### src/rtl/fifo_pkg.sv
// Shared constants and types for the FIFO pointer/flag controller.
// Defaults describe the standard 8-word configuration.
package fifo_pkg;

    localparam int FIFO_ADDR_WIDTH = 3;
    localparam int FIFO_DEPTH      = 1 << FIFO_ADDR_WIDTH;

    // The pointer carries one extra wrap bit above the address bits.
    typedef logic [FIFO_ADDR_WIDTH:0] ptr_t;
    typedef logic [FIFO_ADDR_WIDTH:0] count_t;

endpackage

### src/rtl/fifo_ptr.sv
// Wrapping pointer register with increment enable.
// The top bit is the wrap bit; the low bits form the memory address.
module fifo_ptr
    import fifo_pkg::*;
#(
    parameter int W = FIFO_ADDR_WIDTH + 1
) (
    input  logic         clk,
    input  logic         reset_L,
    input  logic         i_inc,
    output logic [W-1:0] o_ptr
);

    localparam logic [W-1:0] INC_C = {{(W-1){1'b0}}, 1'b1};

    logic [W-1:0] r_ptr;

    // Pointer register: advance by one on each accepted access, wrapping naturally.
    always_ff @(posedge clk or negedge reset_L) begin
        if (!reset_L) begin
            r_ptr <= {W{1'b0}};
        end else if (i_inc) begin
            r_ptr <= r_ptr + INC_C;
        end else begin
            r_ptr <= r_ptr;
        end
    end

    assign o_ptr = r_ptr;

endmodule

### src/rtl/fifo_ctrl.sv
// FIFO pointer/flag controller driving a dual-port memory with registered read.
// Optional sticky overflow/underflow flag enabled by macro FIFO_ERROR_FLAG_EN.
module fifo_ctrl
    import fifo_pkg::*;
#(
    parameter int ADDR_WIDTH = FIFO_ADDR_WIDTH,
    parameter int AF_THRESH  = 6,
    parameter int AE_THRESH  = 1
) (
    input  logic                  clk,
    input  logic                  reset_L,
    input  logic                  push,
    input  logic                  pop,
    output logic                  write_enable,
    output logic                  read_enable,
    output logic [ADDR_WIDTH-1:0] write_addr,
    output logic [ADDR_WIDTH-1:0] read_addr,
    output logic                  full,
    output logic                  empty,
    output logic                  almost_full,
    output logic                  almost_empty,
    output logic [ADDR_WIDTH:0]   count,
    output logic                  data_valid,
    output logic                  error
);

    localparam logic [ADDR_WIDTH:0] ONE_C   = {{ADDR_WIDTH{1'b0}}, 1'b1};
    localparam logic [ADDR_WIDTH:0] DEPTH_C = {1'b1, {ADDR_WIDTH{1'b0}}};
    localparam logic [ADDR_WIDTH:0] AF_C    = (ADDR_WIDTH + 1)'(AF_THRESH);
    localparam logic [ADDR_WIDTH:0] AE_C    = (ADDR_WIDTH + 1)'(AE_THRESH);

    logic                w_push_ok;
    logic                w_pop_ok;
    logic [ADDR_WIDTH:0] w_wr_ptr;
    logic [ADDR_WIDTH:0] w_rd_ptr;
    logic [ADDR_WIDTH:0] r_count;
    logic                r_data_valid;

    // A push into a full FIFO is allowed only when a pop frees the slot in the same cycle.
    assign w_push_ok = push & (~full | pop) & reset_L;
    assign w_pop_ok  = pop & ~empty & reset_L;

    assign write_enable = w_push_ok;
    assign read_enable  = w_pop_ok;

    fifo_ptr #(.W(ADDR_WIDTH + 1)) u_wr_ptr (
        .clk     (clk),
        .reset_L (reset_L),
        .i_inc   (w_push_ok),
        .o_ptr   (w_wr_ptr)
    );

    fifo_ptr #(.W(ADDR_WIDTH + 1)) u_rd_ptr (
        .clk     (clk),
        .reset_L (reset_L),
        .i_inc   (w_pop_ok),
        .o_ptr   (w_rd_ptr)
    );

    assign write_addr = w_wr_ptr[ADDR_WIDTH-1:0];
    assign read_addr  = w_rd_ptr[ADDR_WIDTH-1:0];

    // Occupancy register: net change of accepted push minus accepted pop.
    always_ff @(posedge clk or negedge reset_L) begin
        if (!reset_L) begin
            r_count <= {(ADDR_WIDTH + 1){1'b0}};
        end else begin
            case ({w_push_ok, w_pop_ok})
                2'b10:   r_count <= r_count + ONE_C;
                2'b01:   r_count <= r_count - ONE_C;
                default: r_count <= r_count;
            endcase
        end
    end

    // Read-valid strobe tracks the memory's one-cycle registered read.
    always_ff @(posedge clk or negedge reset_L) begin
        if (!reset_L) begin
            r_data_valid <= 1'b0;
        end else begin
            r_data_valid <= w_pop_ok;
        end
    end

    assign count        = r_count;
    assign data_valid   = r_data_valid;
    assign full         = (r_count == DEPTH_C);
    assign empty        = (r_count == {(ADDR_WIDTH + 1){1'b0}});
    assign almost_full  = (r_count >= AF_C);
    assign almost_empty = (r_count <= AE_C);

`ifdef FIFO_ERROR_FLAG_EN
    logic r_error;

    // Sticky error: set by any rejected request, cleared only by reset.
    always_ff @(posedge clk or negedge reset_L) begin
        if (!reset_L) begin
            r_error <= 1'b0;
        end else if ((push & full & ~pop) | (pop & empty)) begin
            r_error <= 1'b1;
        end else begin
            r_error <= r_error;
        end
    end

    assign error = r_error;
`else
    assign error = 1'b0;
`endif

endmodule

### config.mk
export PLATFORM = sky130hd
export DESIGN_NAME = fifo_ctrl
export DESIGN_NICKNAME = d
export VERILOG_FILES = /design/src/rtl/fifo_pkg.sv /design/src/rtl/fifo_ptr.sv /design/src/rtl/fifo_ctrl.sv
export SDC_FILE = /design/constraint.sdc
export NUM_CORES = 1
export LEC_CHECK = 0
export ABC_AREA = 1
export CORE_ASPECT_RATIO = 1.1
export CORE_MARGIN = 3
export CORE_UTILIZATION = 40
export CTS_CLUSTER_DIAMETER = 200
export DETAILED_ROUTE_END_ITERATION = 16
export GPL_ROUTABILITY_DRIVEN = 0
export GPL_TIMING_DRIVEN = 0
export PLACE_DENSITY_LB_ADDON = 0.15
export REMOVE_ABC_BUFFERS = 1
export SYNTH_ARGS = -nofsm -noshare
export SYNTH_HDL_FRONTEND = slang
export SYNTH_SLANG_ARGS = --single-unit
### constraint.sdc
create_clock -name clk -period 4.75 [get_ports clk]
set_input_delay 0.7125 -clock clk [delete_from_list [all_inputs] [get_ports clk]]
set_output_delay 0.7125 -clock clk [all_outputs]
set_load 0.02 [all_outputs]
==> results of run 1 <==
[cells by family (layout without fill, tap and decap cells)]
kind of cell / count (synthesis) / after routing
AO/OA/AOI/OAI: 2 / 2
flip-flops: 11 / 11
adder cells (fa/ha/maj): 7 / 7
buffers and inverters: 18 / 41
other: 1 / 1
XOR/XNOR: 5 / 5
AND/OR/NAND/NOR: 39 / 39
[state kept, by name, indices dropped and copies added, names as in the netlist]
signal and cells:
count 4, data_valid 1, u_rd_ptr.o_ptr 3, u_wr_ptr.o_ptr 3
[worst max-delay path by stage]
stage | start | endpoint
after floorplan | count[0]$_DFFE_PN0P_ | full
after global placement | reset_L | read_enable
after detailed placement | reset_L | read_enable
after CTS | reset_L | read_enable
after global routing | reset_L | read_enable
final | reset_L | read_enable
[power by group through the flow]
stage                     registers [mW]  logic (mW)  clock network [mW]
final                              0.189       0.372              0.0635
after global routing               0.200       0.416              0.0705
after CTS                          0.191       0.377              0.0674
after detailed placement           0.192       0.375                   0
after global placement             0.190       0.373                   0
after floorplan                    0.236       0.178                   0
[metrics by stage]
stage               std cells  util (%)  power [mW]  area [um2]  hold WS, ns
floorplan                  82         -       0.414         691        0.417
global placement          119      56.5       0.563         912        0.481
detailed placement        119      56.5       0.568         912        0.489
CTS                       123      58.1       0.636         938        0.505
global route              123      58.1       0.687         938        0.533
finish                    123      58.1       0.624         938        0.495
[Yosys cell counts, drive strengths merged]
master | n | share of area (%)
nand2 | 25 | 15
nor3 | 2 | 1.4
nor2 | 2 | 1.4
conb | 1 | 0.54
dfrtp | 11 | 39
nand4 | 5 | 5.4
buf | 1 | 1.1
nand3 | 5 | 6.1
o21ai | 2 | 1.4
xnor2 | 4 | 5.0
xor2 | 1 | 1.3
ha | 7 | 13
inv | 17 | 9.1
[per-layer routing]
metal	part of all wire, %	wire [um]
met5	0	0
met4	0.56	7
met3	6.3	78
met2	46	573
met1	47	584
[cell usage in the layout, fill, tap and decap left out, drive strengths merged]
cell and instances:
nand3 5, dfrtp 11, clkbuf 4, o21ai 2, xnor2 4, clkdlybuf4s50 20
nor3 2, ha 7, conb 1, nor2 2, nand4 5, inv 17
nand2 25, xor2 1
[worst max-delay path: stages]
cell             delay, ns
clkdlybuf4s50_1       0.95
nand3_4               0.18
inv_2                 0.14
clkdlybuf4s50_1       0.62
[cell type report]
class	count	area, um2
Sequential cell	11	275
Multi-Input combinational cell	54	352
Tap cell	17	21.3
Timing Repair Buffer	20	200
Clock buffer	4	26.3
Inverter	17	63.8
Fill cell	149	676
==> out/qor.csv, run 1 <==
stage;metric;value;unit
status;status;finished clean;
floorplanning;Die Y-Extent;49.8;um
layout;Final nets;118;
drt;WL final;1240;um
global_route;M1 GR Usage;19.3;%
timing;min Tclk post-route;3.32;ns
floorplanning;I/O pin count;22;
global_route;initial antenna violation count;0;
pwr;Sequential Power Share;30.3;%
drt;vias;573;
timing;worst slew margin relative to its limit;50.0;%
timing;Worst-Margin Slew;0.748;ns
worst_setup_path;Worst EP arrival;2.61;ns
pwr;Switch Pwr;0.279;mW
placement;# port buffers;20;
clocking;Reg clk slew, reported paths;0.07;ns
placement;DP Wirelength;942;um
pwr;P_int;0.345;mW
worst_setup_path;worst-path fanout max;17;
pwr;combinational power share;59.6;%
global_route;M3 GR Usage;5.47;%
floorplanning;Core Area;1610;um2
clocking;cts repair resizes;0;
pwr;Clock power frac;10.2;%
pwr;Sw Share;44.7;%
timing;Final Cycle Share;69.9;%
synthesis;cell count after synthesis;83;
pwr;peak supply drop;0.293;mV
timing;setup_tns;0;ns
global_route;GR Util met2;18.4;%
timing;final setup margin;1.43;ns
floorplanning;die area;2280;um2
worst_setup_path;critical register-to-register path endpoint;count[2]$_DFFE_PN0P_;
global_route;largest net degree at the start of global routing;18;
timing;Slew Limit Fails;0;
drt;Initial DRC Count;9;
synthesis;Seq/Total Area, Yosys;39.4;%
layout;Area growth, synth to finish;34.4;%
clocking;# clock sinks;11;
synthesis;share of the synthesized area in compound gates (AO/OA/AOI/OAI);1.43;%
timing;Max Fclk;0.301;GHz
min_path;Min-Delay Endpoint;u_rd_ptr.o_ptr[0]$_DFFE_PN0P_;
synthesis;Post-Syn Area;698;um2
clocking;Max Root-Sink Buffers;2;
flow_run;maxcap violations;0;
worst_setup_path;worst r2r src;count[0]$_DFFE_PN0P_;
timing;final hold vios;0;
clocking;CTS tree;built;
pwr;Leakage;0.497;nW
global_route;Total Routing Usage GR;13.3;%
drt;router iterations before antenna repair;2;
worst_setup_path;reg-to-reg slack, setup;2.72;ns
placement;DP Worst Slack;1.37;ns
clocking;CTS Buf Count;3;
synthesis;simple-gate share of the synthesized area;29.6;%
worst_setup_path;CP required;4.04;ns
drt;DR WL/cell;10.1;um
clocking;H-tree levels;1;
timing;setup violators final;0;
min_path;Worst Hold Class;flip-flop to flip-flop;
synthesis;Yosys cell types;21;
floorplanning;Die W;45.8;um
timing;RSZ-0062 raised after global routing;false;
drt;vias per cell;4.66;
worst_setup_path;CP Capture Type;output pin;
min_path;WHS Path Cells;1;
layout;share of layout cells above drive strength 1;11.3;%
clocking;number of setup buffers added after CTS;0;
clocking;Hold Buf Count CTS;0;
clocking;clock root buffer;clkbuf_4;
synthesis;warnings from Yosys;0;
floorplanning;row count;15;
worst_setup_path;FF-to-FF path depth;9;
clocking;worst skew pair latency;0.27;ns
global_route;GRT overflow;0;
synthesis;syn avg cell area;8.41;um2
global_route;number of global-route vias before repair;517;
synthesis;XOR/XNOR Fraction of Synth Area;6.27;%
synthesis;FF+latch count, synth;11;
worst_setup_path;CP Launch Type;primary input;
pwr;pwr dens;665;nW/um2
min_path;Hold Crit Start;u_rd_ptr.o_ptr[0]$_DFFE_PN0P_;
synthesis;Adder-Cell Fraction of Synth Area;12.5;%
global_route;gr busiest metal;met1;
timing;Layout Skew;0.000754;ns
layout;Diodes inserted;0;
synthesis;mux cell area share after synthesis;0;%
global_route;first-pass GRT wire length;2250;um
drt;# DRC;0;
floorplanning;Initial Util;43.3;%
drt;post-route ant nets;0;
worst_setup_path;Crit Path Category;primary input to output pin;
synthesis;combinational family with the most area after synthesis;simple AND/OR/NAND/NOR gates;
(Power assumes the default switching activity.)
==> run 2: changes to the inputs <==
clock period = 2.77 ns   (was 4.75 ns; I/O delays follow)
==> run 2 against run 1 <==
Worst hold slack worse by 0.18 ns; via count is 0.17% higher; total power is 71% higher; non-clock buffer count stayed put; utilization is 0.077 points lower; die area stayed put.
==> out/qor.csv, run 2 (synthesis gave the netlist of run 1 again) <==
stage;metric;value;unit
worst_setup_path;slowest stage cell, crit path;clkdlybuf4s50_1;
clocking;Max Root-Sink Buffers;2;
worst_setup_path;reg-to-reg slack, setup;0.74;ns
placement;DP Wirelength;942;um
timing;final hold vios;0;
timing;setup_tns;0;ns
worst_setup_path;CP Launch Type;flip-flop;
drt;DR WL/cell;10.1;um
worst_setup_path;worst path bufs/invs;3;
clocking;number of setup buffers added after CTS;0;
drt;# DRC;0;
timing;setup violators final;0;
layout;Area growth, synth to finish;34.2;%
drt;vias per cell;4.67;
worst_setup_path;worst-path fanout max;6;
global_route;largest net degree at the start of global routing;18;
clocking;Reg clk slew, reported paths;0.07;ns
clocking;CTS Buf Count;3;
layout;fill count;150;
worst_setup_path;CP required;2.35;ns
floorplanning;I/O pin count;22;
layout;Post-Layout Cell Count;123;
clocking;# clock sinks;11;
timing;Worst-Margin Slew;0.740;ns
floorplanning;Die Y-Extent;49.8;um
worst_setup_path;critical path's largest stage delay;0.60;ns
layout;commonest non-fill, non-tap cell in the layout;nand2_1;
floorplanning;row count;15;
timing;worst slew margin relative to its limit;50.7;%
timing;Slew Limit Fails;0;
timing;hold slack;0.317;ns
global_route;first-pass GRT wire length;2250;um
clocking;H-tree levels;1;
pwr;Leakage;0.499;nW
timing;min Tclk post-route;2.53;ns
clocking;CTS tree;built;
timing;Max Fclk;0.396;GHz
flow_run;maxcap violations;0;
pwr;combinational power share;59.6;%
floorplanning;Initial Util;43.3;%
pwr;peak supply drop;0.503;mV
worst_setup_path;Worst EP arrival;2.11;ns
pwr;Sw Share;44.8;%
worst_setup_path;kind of cell adding the most delay to the critical path;buffers and inverters;
pwr;Clock power frac;10.2;%
worst_setup_path;Crit Path Category;flip-flop to output pin;
pwr;pwr dens;1140;nW/um2
global_route;GRT overflow;0;
layout;share of layout cells above drive strength 1;11.3;%
pwr;P_int;0.591;mW
drt;router iterations before antenna repair;2;
drt;post-route ant nets;0;
floorplanning;die area;2280;um2
placement;# port buffers;20;
worst_setup_path;most used cell, CP;inv_1;
layout;Diodes inserted;0;
global_route;number of global-route vias before repair;517;
layout;Final nets;118;
drt;WL final;1240;um
layout;Largest register FFs;4;
placement;dpl cells;119;
floorplanning;Core Area;1610;um2
global_route;Total Routing Usage GR;13.3;%
status;status;finished clean;
timing;Layout Skew;0.000754;ns
min_path;Worst Hold Class;primary input to async pin;
timing;Final Cycle Share;91.2;%
layout;most frequent cells in the layout;nand2_1 (22), clkdlybuf4s50_1 (19), inv_1 (15);
drt;vias;574;
timing;RSZ-0062 raised after global routing;false;
clocking;worst skew pair latency;0.27;ns
worst_setup_path;CP Capture Type;output pin;
global_route;initial antenna violation count;0;
clocking;clock root buffer;clkbuf_4;
drt;Initial DRC Count;9;
pwr;Switch Pwr;0.479;mW
worst_setup_path;critical-path cell list;inv_1 > ha_1 > nand4_2 > nand3_2 > inv_1 > clkdlybuf4s50_1;
pwr;Sequential Power Share;30.3;%
floorplanning;Die W;45.8;um
[run 2: cell count changes in the layout (fill, tap and decap cells not counted), sizes merged]
cell / previous run / this run
dlygate4sd2: 0 / 1
clkdlybuf4s50: 20 / 19
[run 2: metal layers]
layer  vias up  GRT usage [%]  share of wire, %
li1        301              -                 -
met1       256           19.3                47
met2        15           18.4                46
met3         2           5.47               6.3
met4         0           2.84              0.56
met5         -              0                 0
[run 2: path summary, 6_finish.rpt]
path                       cells past startpoint                             to                     startpoint
max reg2reg                                    9           count[2]$_DFFE_PN0P_           count[0]$_DFFE_PN0P_
max in group asynchronous                      1  u_wr_ptr.o_ptr[2]$_DFFE_PN0P_                        reset_L
max                                            6                   write_enable           count[0]$_DFFE_PN0P_
min in group clk                               1  u_rd_ptr.o_ptr[0]$_DFFE_PN0P_  u_rd_ptr.o_ptr[0]$_DFFE_PN0P_
min                                            1           count[2]$_DFFE_PN0P_                        reset_L
min reg2reg                                    1  u_rd_ptr.o_ptr[0]$_DFFE_PN0P_  u_rd_ptr.o_ptr[0]$_DFFE_PN0P_
[run 2: worst reg2reg max path: stages (launching register included)]
cell and delay, ns:
dfrtp_1 0.45, inv_1 0.11, ha_1 0.28, nand4_2 0.17, nand3_2 0.13, ha_1 0.40
inv_1 0.11, nand3_1 0.09, xor2_1 0.13, inv_1 0.05
[run 2: power by group through the flow]
stage / sequential, mW / combinational, mW / clock [mW]
after floorplan: 0.404 / 0.306 / 0
after global routing: 0.344 / 0.713 / 0.121
after detailed placement: 0.330 / 0.643 / 0
after CTS: 0.327 / 0.647 / 0.116
after global placement: 0.326 / 0.640 / 0
final: 0.324 / 0.637 / 0.109
[run 2: final cells by class]
cell class	count	area, um2	area share (%)
Tap cell	17	21.3	2.27
Inverter	17	63.8	6.81
Multi-Input combinational cell	54	352	37.5
Clock buffer	4	26.3	2.80
Timing Repair Buffer	20	199	21.2
Sequential cell	11	275	29.4
[run 2: per-stage QoR]
| stage | power [mW] | instance area [um2] | worst slack, ns | util (%) |
|---|---|---|---|---|
| after floorplan | 0.710 | 691 | 0.810 | - |
| after global placement | 0.966 | 912 | 0.0161 | 56.5 |
| after CTS | 1.09 | 937 | 0.206 | 58.1 |
| after global routing | 1.18 | 937 | 0.0601 | 58.1 |
| after detailed placement | 0.973 | 912 | -0.0158 | 56.5 |
| final | 1.07 | 937 | 0.243 | 58.1 |
[run 2: timing repair]
item	CTS	global route
resized for setup	1	0
setup endpoints to repair	2	0
hold buffers	0	0
==> run 3: changes to the inputs <==
ABC_AREA = unset   (was 1)
HOLD_SLACK_MARGIN = 0.15   (was unset)
SYNTH_HIERARCHICAL = 1   (was unset)
==> run 3 against run 2 <==
Via count down 21%; utilization increased by 2.8 points; combinational power fell by 7.2%; synthesized area shrank 14%; critical path type unchanged.
==> out/qor.csv, run 3 <==
stage;metric;value;unit
clocking;clock root buffer;clkbuf_4;
placement;# port buffers;20;
layout;Final nets;89;
timing;setup_tns;0;ns
floorplanning;Core Area;1380;um2
global_route;Total Routing Usage GR;13.6;%
timing;final hold vios;0;
layout;Largest register FFs;4;
floorplanning;Die Y-Extent;46.7;um
timing;worst slew margin relative to its limit;63.9;%
synthesis;Post-Syn Area;602;um2
clocking;Reg clk slew, reported paths;0.07;ns
pwr;power consumption;1.03;mW
global_route;number of global-route vias before repair;449;
layout;Area growth, synth to finish;39.9;%
timing;RSZ-0062 raised after global routing;false;
layout;Post-Layout Cell Count;92;
timing;min Tclk post-route;2.60;ns
clocking;worst skew pair latency;0.26;ns
drt;Initial DRC Count;3;
drt;vias per cell;4.96;
clocking;CTS tree;built;
layout;most frequent cells in the layout;clkdlybuf4s50_1 (19), dfrtp_1 (11), ha_1 (8);
clocking;# clock sinks;11;
drt;post-route ant nets;0;
placement;DP Wirelength;868;um
drt;router iterations before antenna repair;4;
layout;share of layout cells above drive strength 1;9.21;%
global_route;largest net degree at the start of global routing;14;
drt;met3 WL;123;um
drt;Metal-1 WL;459;um
floorplanning;Initial Util;43.5;%
synthesis;cell count after synthesis;53;
pwr;Leakage;0.382;nW
layout;commonest non-fill, non-tap cell in the layout;clkdlybuf4s50_1;
timing;Final Cycle Share;94.0;%
floorplanning;I/O pin count;22;
placement;dpl cells;88;
clocking;Max Root-Sink Buffers;2;
timing;hold slack;0.239;ns
timing;setup violators final;0;
drt;vias;456;
floorplanning;row count;14;
worst_setup_path;CP required;2.35;ns
worst_setup_path;Crit Path Category;flip-flop to output pin;
floorplanning;Die W;43.0;um
global_route;GRT overflow;0;
timing;Worst-Margin Slew;0.541;ns
worst_setup_path;CP Launch Type;flip-flop;
worst_setup_path;Worst EP arrival;2.19;ns
status;status;finished clean;
clocking;H-tree levels;1;
drt;WL final;1120;um
global_route;initial antenna violation count;0;
global_route;first-pass GRT wire length;1930;um
pwr;pwr dens;1230;nW/um2
timing;Layout Skew;0.000890;ns
timing;Slew Limit Fails;0;
worst_setup_path;CP Capture Type;output pin;
layout;fill count;125;
worst_setup_path;worst-path fanout max;8;
layout;Diodes inserted;0;
timing;Max Fclk;0.384;GHz
flow_run;maxcap violations;0;
drt;DR WL met2;539;um
drt;# DRC;0;
synthesis;syn avg cell area;11.4;um2
floorplanning;die area;2010;um2
pwr;peak supply drop;0.646;mV
clocking;CTS Buf Count;3;
min_path;Worst Hold Class;primary input to async pin;
drt;DR WL/cell;12.2;um
synthesis;warnings from Yosys;6;
drt;Top Layer Used;met3;
clocking;number of setup buffers added after CTS;0;
==> run 3: cell type report <==
cell class                 instances  area (um2)  share of cell area, %
clock buffer                       4        26.3                   3.12
inverter                           4        15.0                   1.78
multi-input combinational         37         307                   36.4
sequential                        11         275                   32.7
tap                               16        20.0                   2.38
timing repair buffer              20         199                   23.6
==> run 3: what timing repair did <==
action | in CTS | in global routing
endpoints found under the hold margin | 0 | 0
hold buffers | 0 | 0
endpoints found under the setup margin | 1 | 1
gates resized for setup | 1 | 1
==> run 3: metal layers <==
layer	vias to the layer above	track usage (%)
met5	-	0
met4	0	7.23
met3	0	5.86
met2	25	21.0
met1	208	16.0
li1	223	-
==> run 3: critical path, stage by stage (launching register included) <==
cell and delay (ns):
dfrtp_1 0.50, inv_1 0.13, ha_1 0.21, nor3b_1 0.16, nor2_2 0.26, clkdlybuf4s50_1 0.66
==> run 3: final timing paths <==
check	slack [ns]	cells past startpoint	from	end
min	0.24	1	reset_L	u_wr_ptr/o_ptr[0]$_DFFE_PN0P_
min reg2reg	0.48	1	u_wr_ptr/o_ptr[2]$_DFFE_PN0P_	u_wr_ptr/o_ptr[2]$_DFFE_PN0P_
min in group clk	0.48	1	u_wr_ptr/o_ptr[2]$_DFFE_PN0P_	u_wr_ptr/o_ptr[2]$_DFFE_PN0P_
max in group asynchronous	2.17	1	reset_L	u_rd_ptr/o_ptr[2]$_DFFE_PN0P_
max	0.17	5	count[1]$_DFFE_PN0P_	read_enable
max reg2reg	0.32	8	count[1]$_DFFE_PN0P_	count[3]$_DFFE_PN0P_
==> run 3: power breakdown <==
group / switching, mW / internal, mW / total, mW
Clock: 0.0494 / 0.0556 / 0.105
Combinational: 0.290 / 0.301 / 0.591
Sequential: 0.0972 / 0.239 / 0.337
Total: 0.437 / 0.596 / 1.03
==> run 3: through the flow <==
step | setup WS, ns | cell area (um2) | utilization (%)
after floorplan | 0.0124 | 594 | -
after CTS | 0.0471 | 840 | 60.7
after global placement | -0.161 | 815 | 58.9
after global routing | 0.0500 | 842 | 60.8
final | 0.166 | 842 | 60.8
after detailed placement | -0.171 | 815 | 58.9
